===== src/rtl/mmio_uart_tx.sv =====
// mmio_uart_tx
// Memory-mapped 8N1 UART transmitter for the core's data-memory port.
// Firmware stores bytes into TXDATA. They queue in a small FIFO. A serializer
// drains the FIFO onto o_tx, least significant bit first. It inserts no idle
// gap between frames while bytes are waiting.
//
// Register window (word offsets from BASE_ADDR; byte lanes are ignored):
//   +0x0 TXDATA  write pushes i_wr_data[7:0]; reads 0
//   +0x4 STATUS  read: bit0 busy, bit1 full, bit2 empty, bit3 overflow,
//                bits[15:8] FIFO count
//                write: a 1 in bit3 clears the sticky overflow flag
//   +0x8 CTRL    bit0 irq_en (only with MMIO_UART_TX_IRQ_EN defined)
//   +0xC         unmapped, o_sel is 0
//
// Optional feature macro: MMIO_UART_TX_IRQ_EN
//   When it is defined, CTRL.irq_en exists and o_irq = irq_en & empty & ~busy
//   (registered).
//   When it is undefined, CTRL reads 0 and o_irq is tied low.
//
// Ports:
//   i_clk      system clock
//   i_rst      synchronous active-high reset
//   i_clk_en   core clock-enable; bus writes are accepted only while it is high
//   i_addr     byte address from the memory stage
//   i_wr_en    store strobe
//   i_wr_data  store data
//   i_rd_en    load strobe
//   o_sel      combinational window hit (offsets 0x0..0x8)
//   o_rd_data  combinational load data; 0 when there is no read hit
//   o_tx       registered serial line, idle high
//   o_irq      registered interrupt request
module mmio_uart_tx #(
   parameter logic [31:0] BASE_ADDR    = 32'h0000_1000,
   parameter int          CLKS_PER_BIT = 868,
   parameter int          FIFO_DEPTH   = 8
) (
   input  logic        i_clk,
   input  logic        i_rst,
   input  logic        i_clk_en,
   input  logic [31:0] i_addr,
   input  logic        i_wr_en,
   input  logic [31:0] i_wr_data,
   input  logic        i_rd_en,
   output logic        o_sel,
   output logic [31:0] o_rd_data,
   output logic        o_tx,
   output logic        o_irq
);

   localparam int PTR_W  = $clog2(FIFO_DEPTH);
   localparam int CNT_W  = $clog2(FIFO_DEPTH + 1);
   localparam int BAUD_W = $clog2(CLKS_PER_BIT);

   typedef enum logic [1:0] {
      ST_IDLE,
      ST_START,
      ST_DATA,
      ST_STOP
   } txState_t;

   txState_t          state;
   txState_t          stateNext;
   logic [1:0]        regOffset;
   logic              wrAccept;
   logic              pushReq;
   logic              statusWr;
   logic              pushNow;
   logic              popNow;
   logic [7:0]        fifoMem [FIFO_DEPTH];
   logic [PTR_W-1:0]  wrPtr;
   logic [PTR_W-1:0]  rdPtr;
   logic [CNT_W-1:0]  fifoCount;
   logic              fifoFull;
   logic              fifoEmpty;
   logic              overflow;
   logic              overflowSet;
   logic              overflowClr;
   logic [BAUD_W-1:0] baudCnt;
   logic              baudDone;
   logic [2:0]        bitIdx;
   logic [7:0]        shiftReg;
   logic [7:0]        shiftNext;
   logic              txNext;
   logic              busy;
   logic [31:0]       statusWord;
   logic [31:0]       ctrlWord;
   logic              unusedBits;

   // Address decode: the window covers four words, and the fourth is left unmapped.
   // A write takes effect only if the core's clock-enable is high in that cycle.
   assign regOffset   = i_addr[3:2];
   assign o_sel       = (i_addr[31:4] == BASE_ADDR[31:4]) && (regOffset != 2'd3);
   assign wrAccept    = i_clk_en && i_wr_en && o_sel;
   assign pushReq     = wrAccept && (regOffset == 2'd0);
   assign statusWr    = wrAccept && (regOffset == 2'd1);
   assign unusedBits  = ^{i_addr[1:0], i_wr_data[31:8]};

   // A push into a full FIFO still succeeds if the serializer pops in the same
   // cycle. Only a push that truly has no free slot is dropped and flagged.
   assign fifoFull    = (fifoCount == CNT_W'(FIFO_DEPTH));
   assign fifoEmpty   = (fifoCount == '0);
   assign pushNow     = pushReq && (!fifoFull || popNow);
   assign overflowSet = pushReq && fifoFull && !popNow;
   assign overflowClr = statusWr && i_wr_data[3];
   assign busy        = (state != ST_IDLE);
   assign baudDone    = (baudCnt == BAUD_W'(CLKS_PER_BIT - 1));

   // FIFO storage holds no control state, so it needs no reset. A stale entry
   // is never read because the count gates every pop.
   always_ff @(posedge i_clk) begin
      if (pushNow) begin
         fifoMem[wrPtr] <= i_wr_data[7:0];
      end
   end

   // FIFO pointers and occupancy. The depth is a power of two, so the pointers
   // wrap naturally. A simultaneous push and pop leaves the count unchanged.
   always_ff @(posedge i_clk) begin
      if (i_rst) begin
         wrPtr     <= '0;
         rdPtr     <= '0;
         fifoCount <= '0;
      end else begin
         if (pushNow) begin
            wrPtr <= wrPtr + PTR_W'(1);
         end
         if (popNow) begin
            rdPtr <= rdPtr + PTR_W'(1);
         end
         case ({pushNow, popNow})
            2'b10:   fifoCount <= fifoCount + CNT_W'(1);
            2'b01:   fifoCount <= fifoCount - CNT_W'(1);
            default: fifoCount <= fifoCount;
         endcase
      end
   end

   // Sticky overflow flag. If firmware clears it in the same cycle that a byte
   // is dropped, the drop must stay visible, so the set takes priority.
   always_ff @(posedge i_clk) begin
      if (i_rst) begin
         overflow <= 1'b0;
      end else if (overflowSet) begin
         overflow <= 1'b1;
      end else if (overflowClr) begin
         overflow <= 1'b0;
      end
   end

   // Serializer next-state logic. Bytes are popped both from IDLE and at the
   // end of a stop bit, which is what makes queued frames contiguous. The
   // shift register loads at the moment of a pop and shifts once per data bit.
   always_comb begin
      stateNext = state;
      popNow    = 1'b0;
      shiftNext = shiftReg;
      case (state)
         ST_IDLE: begin
            if (!fifoEmpty) begin
               popNow    = 1'b1;
               stateNext = ST_START;
            end
         end
         ST_START: begin
            if (baudDone) begin
               stateNext = ST_DATA;
            end
         end
         ST_DATA: begin
            if (baudDone) begin
               shiftNext = {1'b0, shiftReg[7:1]};
               if (bitIdx == 3'd7) begin
                  stateNext = ST_STOP;
               end
            end
         end
         ST_STOP: begin
            if (baudDone) begin
               if (!fifoEmpty) begin
                  popNow    = 1'b1;
                  stateNext = ST_START;
               end else begin
                  stateNext = ST_IDLE;
               end
            end
         end
         default: begin
            stateNext = ST_IDLE;
         end
      endcase
      if (popNow) begin
         shiftNext = fifoMem[rdPtr];
      end
   end

   // The line level is derived from the state being entered. Registering it
   // then puts the start bit on o_tx in the same cycle that START begins.
   always_comb begin
      txNext = 1'b1;
      case (stateNext)
         ST_START: txNext = 1'b0;
         ST_DATA:  txNext = shiftNext[0];
         default:  txNext = 1'b1;
      endcase
   end

   // Serializer registers. The baud counter restarts on every state entry and
   // after each completed bit period. The bit index saturates at 7.
   always_ff @(posedge i_clk) begin
      if (i_rst) begin
         state    <= ST_IDLE;
         baudCnt  <= '0;
         bitIdx   <= 3'd0;
         shiftReg <= 8'd0;
         o_tx     <= 1'b1;
      end else begin
         state    <= stateNext;
         shiftReg <= shiftNext;
         o_tx     <= txNext;
         if ((stateNext != state) || baudDone) begin
            baudCnt <= '0;
         end else if (state != ST_IDLE) begin
            baudCnt <= baudCnt + BAUD_W'(1);
         end
         if ((state == ST_START) && (stateNext == ST_DATA)) begin
            bitIdx <= 3'd0;
         end else if ((state == ST_DATA) && baudDone && (bitIdx != 3'd7)) begin
            bitIdx <= bitIdx + 3'd1;
         end
      end
   end

`ifdef MMIO_UART_TX_IRQ_EN
   logic irqEn;

   // The interrupt asks for more data. It is raised when the transmitter has
   // drained completely, and it is registered from the state at the previous edge.
   always_ff @(posedge i_clk) begin
      if (i_rst) begin
         irqEn <= 1'b0;
         o_irq <= 1'b0;
      end else begin
         if (wrAccept && (regOffset == 2'd2)) begin
            irqEn <= i_wr_data[0];
         end
         o_irq <= irqEn && fifoEmpty && !busy;
      end
   end

   assign ctrlWord = {31'd0, irqEn};
`else
   assign ctrlWord = 32'd0;
   assign o_irq    = 1'b0;
`endif

   // Load data is purely combinational, so a STATUS read returns the state
   // registered at the preceding edge within the single-cycle memory stage.
   assign statusWord = (32'(fifoCount) << 8) | {28'd0, overflow, fifoEmpty, fifoFull, busy};

   always_comb begin
      o_rd_data = 32'd0;
      if (i_rd_en && o_sel) begin
         case (regOffset)
            2'd1:    o_rd_data = statusWord;
            2'd2:    o_rd_data = ctrlWord;
            default: o_rd_data = 32'd0;
         endcase
      end
   end

endmodule


===== config.mk =====
export PLATFORM = sky130hd
export DESIGN_NAME = mmio_uart_tx
export DESIGN_NICKNAME = d
export VERILOG_FILES = /design/src/rtl/mmio_uart_tx.sv
export SDC_FILE = /design/constraint.sdc
export NUM_CORES = 1
export LEC_CHECK = 0
export ABC_CLOCK_PERIOD_IN_PS = 8200
export CAP_MARGIN = 20
export CORE_MARGIN = 5
export CORE_UTILIZATION = 25
export DETAILED_ROUTE_END_ITERATION = 16
export PLACE_DENSITY = 0.51
export SYNTH_ARGS = -nofsm -noshare
export SYNTH_HDL_FRONTEND = slang
export SYNTH_SLANG_ARGS = --single-unit

===== constraint.sdc =====
create_clock -name i_clk -period 8.2 [get_ports i_clk]
set_input_delay 2.05 -clock i_clk [delete_from_list [all_inputs] [get_ports i_clk]]
set_output_delay 2.05 -clock i_clk [all_outputs]
set_load 0.05 [all_outputs]

## Word level (Yosys, flattened, before mapping)

Memory sizes are Yosys's and may differ from the RTL's. A register that Yosys moved wholly into a read port is not among the register bits.
Index checks and enable logic that the tools add are counted.

- Bits in registers: 35
- Latch bits: 0
- Memory bits (writable): 64
- Bits in read-only memories: 0
- Input bits: 69
- Memories: 1

Memory list:

| memory | depth | width | rd ports | clocked after memory_dff | write ports | line | source |
|---|---|---|---|---|---|---|---|
| fifoMem | 8 | 8 | 1 | 1 | 1 | 69 | `logic [7:0] fifoMem [FIFO_DEPTH];` |

- $add $sub $neg: 6
- Multiply operators: 0
- Div/mod/pow operators: 0
- Magnitude comparators: 0
- Eq/ne operators: 15
- Shift-type cells: 0
- Multiplexer cells: 23
- Bitwise logic cells: 1
- Reduce and logical (&&, ||, !) cells: 28

Operators with widths:

| cell | count |
|---|---|
| 28-bit by 9-bit equality test with 1-bit output, second input constant | 1 |
| 12-bit 2-to-1 mux | 2 |
| 8-bit 2-to-1 mux | 3 |
| 1-bit logical AND | 13 |
| 12-bit by 4-bit OR with 12-bit output | 1 |
| 10-bit by 1-bit adder with 10-bit output, second input constant | 1 |
| 10-bit equality test, second input constant | 1 |
| 2-bit 2-to-1 mux | 5 |
| 2-bit nonzero test | 5 |
| 3-bit by 1-bit adder with 3-bit output, second input constant | 3 |
| 2-bit by 1-bit equality test with 1-bit output, second input constant | 4 |
| 2-bit equality test, second input constant | 4 |
| 2-bit case mux with 4 select lines | 1 |
| 4-bit case mux with 2 select lines | 1 |
| 1-bit 2-to-1 mux | 7 |
| 3-bit 2-to-1 mux | 2 |
| 4-bit by 1-bit adder with 4-bit output, second input constant | 1 |
| 4-bit equality test, second input constant | 1 |
| 2-bit logical NOT | 2 |
| 4-bit logical NOT | 1 |
| 1-bit case mux with 2 select lines | 2 |
| 2-bit OR reduction | 2 |
| 4-bit by 1-bit subtractor with 4-bit output, second input constant | 1 |
| 3-bit equality test, second input constant | 1 |
| 6 further kinds | 8 |

## Logic depth before layout (Yosys ltp)

- Word-level depth: 8
- Depth in mapped cells: 12

## Worst setup path before layout

Ideal clock, no wire load.

- Path kind: input port to output port
- Start: input i_addr[20]
- End: output o_sel
- Data arrival time: 3.764 ns
- Path slack: 2.386 ns
- Stages: 3
- Path buffers: 0
- Cell sequence: nor4_1 nand3_1 a211oi_1

- Word-level cells in the longest chain between the ends: 2

RTL lines:

| item | line | source |
|---|---|---|
| start: declaration | 40 | `input logic [31:0] i_addr,` |
| 28-bit by 9-bit equality test with 1-bit output | 92 | `assign o_sel = (i_addr[31:4] == BASE_ADDR[31:4]) && (regOffset != 2'd3);` |
| 1-bit logical AND | 92 |  |
| end: declaration | 44 | `output logic o_sel,` |

Every way passes these cells.

## Worst setup path in the final report

- Start: input i_addr[13]
- End: output o_rd_data[1]

- Word-level cells in the longest chain between the ends: 4

RTL lines:

| item | line | source |
|---|---|---|
| 28-bit by 9-bit equality test with 1-bit output | 92 |  |
| 1-bit logical AND | 92 |  |
| 1-bit logical AND | 262 | `if (i_rd_en && o_sel) begin` |
| 12-bit 2-to-1 mux | 262 |  |
| end: declaration | 45 | `output logic [31:0] o_rd_data,` |

Every way passes these cells.

==> flow_summary.json <==
{
  "period_minus_slack_ps": 6700,
  "gr-usage-all-layers_pct": 9.36,
  "post-route-period-util_pct": 81.8,
  "tightestPinTransition_ps": 1070,
  "fillCellCount": 1873,
  "slew_viol_final": 0,
  "core_area_um2": 18700,
  "viasPerCell": 4.39,
  "rsz0062_at_grt": "no",
  "drtAntennaViolNets": 0,
  "power_density_nw_per_um2": 240,
  "grt_pass1_vias": 3035,
  "cp.arrival_ps": 4650,
  "syn_area_um2": 4760,
  "num_rows": 50,
  "synth-async-reset-ratio_pct": 0,
  "path_clk_slew_ps": 70,
  "synth_most_common_cell": "edfxtp_1",
  "hold_path.class": "reg2reg",
  "synth_ff_type": "edfxtp_1",
  "cts_tree": "built",
  "cp_top_family": "simple AND/OR/NAND/NOR gates",
  "ir_drop_v": 0.000105,
  "drcViolationCount": 0,
  "whs_ps": 482,
  "critPathKind": "in2out",
  "wire_per_inst_um": 15.0,
  "crit_chain": "clkdlybuf4s50_1, nor4b_4, nand4_2, nor3_1, nand3_1, nor2_1, clkdlybuf4s50_1",
  "max-slew-margin-rel_pct": 28.1,
  "antenna_cells": 0,
  "place_congestion": 0.771,
  "start_util_pct": 25.5,
  "clockRootBuffer": "clkbuf_16",
  "cts_setup_buffers": 0,
  "slowest_stage": "clkdlybuf4s50_1",
  "setup_viol": 0,
  "synth_cells": 366,
  "avgSynthCellArea_um2": 13.0,
  "portBuffers": 52,
  "synth-edff-count": 64,
  "fp.dieW_um": 148,
  "dp_cells": 642,
  "worst_setup_path_start_kind": "input port",
  "grt_pass1_wl_um": 16000,
  "cp.required_ps": 6150,
  "outcome": "complete, no violations",
  "crit_top_cell": "clkdlybuf4s50_1",
  "p_leak_nw": 1.96,
  "layout.nets": 501,
  "ys_seq_elements": 102,
  "ys_types": 53,
  "antenna_found_initial": 0,
  "synth.yosys.seq_area_share_pct": 56.3,
  "clock_skew_ps": 12.9,
  "grt_max_degree": 28,
  "numCtsBuffers": 9,
  "timing.fmax_mhz": 149,
  "dr.pass1.iters": 4,
  "critPathMaxFanout": 5,
  "grt.overflow.total": 0,
  "yosysTopAreaCellShare_pct": 40.3,
  "cts_resized": 0,
  "synth_area_leaders": "edfxtp_1, dfxtp_1, mux4_2",
  "cts.path.max_buffers": 2,
  "die_h_um": 148,
  "place_area_um2": 5460,
  "hold_viol_final": 0,
  "drtIter0Drc": 101,
  "ys_warn_count": 0,
  "cp_slowest_stage_delay_ps": 830,
  "yosysTopAreaCell": "edfxtp_1",
  "netlist_top_cells_count": "edfxtp_1, dfxtp_1, nor2_1, buf_4, mux4_2",
  "wirelength_um": 9850,
  "cts-htree-levels": 3,
  "crit_buf_inv": 2,
  "tns_ps": 0,
  "cts_sinks": 102,
  "endpoint_kind": "primary output",
  "max_cap_viol_count": 0,
  "syn_to_final_growth_pct": 20.8,
  "dp_hpwl_um": 6950,
  "stdcell_count": 658,
  "ctsHoldBuffers": 0,
  "design.die.area_um2": 21900,
  "insertion_delay_ps": 350,
  "drive_gt1_share_pct": 11.8,
  "ioPinCount": 104,
  "final_area_um2": 5750,
  "p_total_mw": 1.38,
  "via_count": 2890
}
layout make-up:
type	count	area [um2]	share of cell area (%)
clock inverters	7	67.6	1.17
multi-input cells	243	1910	33.2
clock buffers	9	225	3.91
well taps	234	293	5.09
inverters	8	30.0	0.522
flip-flops and latches	102	2680	46.6
repair buffers	55	543	9.44
placed cells by master (no fill, tap or decap), types with 2 or more instances in the layout:
master,Yosys,routed
mux4_2,16,16
a21o_1,2,2
nor3b_1,2,2
nor2b_1,8,8
inv_8,0,4
nor3_1,10,7
nand2b_1,3,3
conb_1,1,25
nor4_1,5,5
a31oi_1,3,3
and2_1,3,3
o211ai_1,2,2
nand3_1,5,5
a211oi_1,13,13
clkdlybuf4s50_1,0,52
nand4_1,5,5
clkbuf_16,0,9
o21ai_0,6,6
inv_1,8,8
xor2_1,10,10
or3_1,3,3
and3_1,5,5
a21oi_1,5,5
xnor2_1,6,6
buf_4,26,3
nor4_2,5,5
edfxtp_1,64,64
dfxtp_1,38,38
nor2_1,38,38
ha_1,12,12
mux2i_1,15,15
nand2_1,15,15
nor3_2,0,3
kinds of logic (layout without fill, tap and decap cells):
| family | Yosys count | count (layout) | synth area share, % |
|---|---|---|---|
| fa+ha+maj | 13 | 13 | 3.57 |
| compound gates | 39 | 39 | 6.12 |
| xor+xnor | 16 | 16 | 2.94 |
| buf+inv | 45 | 79 | 5.73 |
| other cells | 1 | 25 | 0.0787 |
| simple gates | 117 | 117 | 14.1 |
| mux | 33 | 33 | 11.2 |
| flops | 102 | 102 | 56.3 |
worst reg2reg max path, delay by kind of cell, from the launching register on:
kind | cells | cell delay (ps)
AO/OA/AOI/OAI | 3 | 740
flip-flops | 1 | 350
buffers and inverters | 2 | 300
AND/OR/NAND/NOR | 2 | 610
adder cells (fa/ha/maj) | 2 | 560
multiplexers | 2 | 570
registers in the layout, summed over array words and instances, names as in the netlist, named ones only:
register   flops
fifoMem       64
baudCnt       10
shiftReg       8
fifoCount      4
bitIdx         3
rdPtr          3
wrPtr          3
state          2
o_tx           1
overflow       1
metrics by stage:
step	util [%]	worst slack, ps
floorplan	-	2390
global placement	29.2	1480
detailed placement	29.2	1460
CTS	30.8	1460
global route	30.8	1330
finish	30.8	1500
power by group:
part / internal, mW / total, mW / switching (mW)
Sequential: 0.574 / 0.602 / 0.0283
Combinational: 0.142 / 0.360 / 0.217
Clock: 0.216 / 0.421 / 0.206
Total: 0.932 / 1.38 / 0.452
final timing paths:
kind	slack, ps	cells past startpoint	to	start
max	1500	7	o_rd_data[1]	i_addr[13]
min	480	2	overflow	overflow
max reg2reg	4970	11	fifoCount[3]	state[1]
min reg2reg	480	2	overflow	overflow
per-layer routing:
| metal | track usage [%] | vias to the layer above | share of wire, % |
|---|---|---|---|
| met5 | 0 | - | 0 |
| met4 | 2.82 | 0 | 1.1 |
| met3 | 2.45 | 10 | 4.3 |
| met2 | 16.3 | 66 | 50 |
| met1 | 11.4 | 1388 | 45 |
| li1 | - | 1426 | - |
Power figures use the tool's default switching activity.
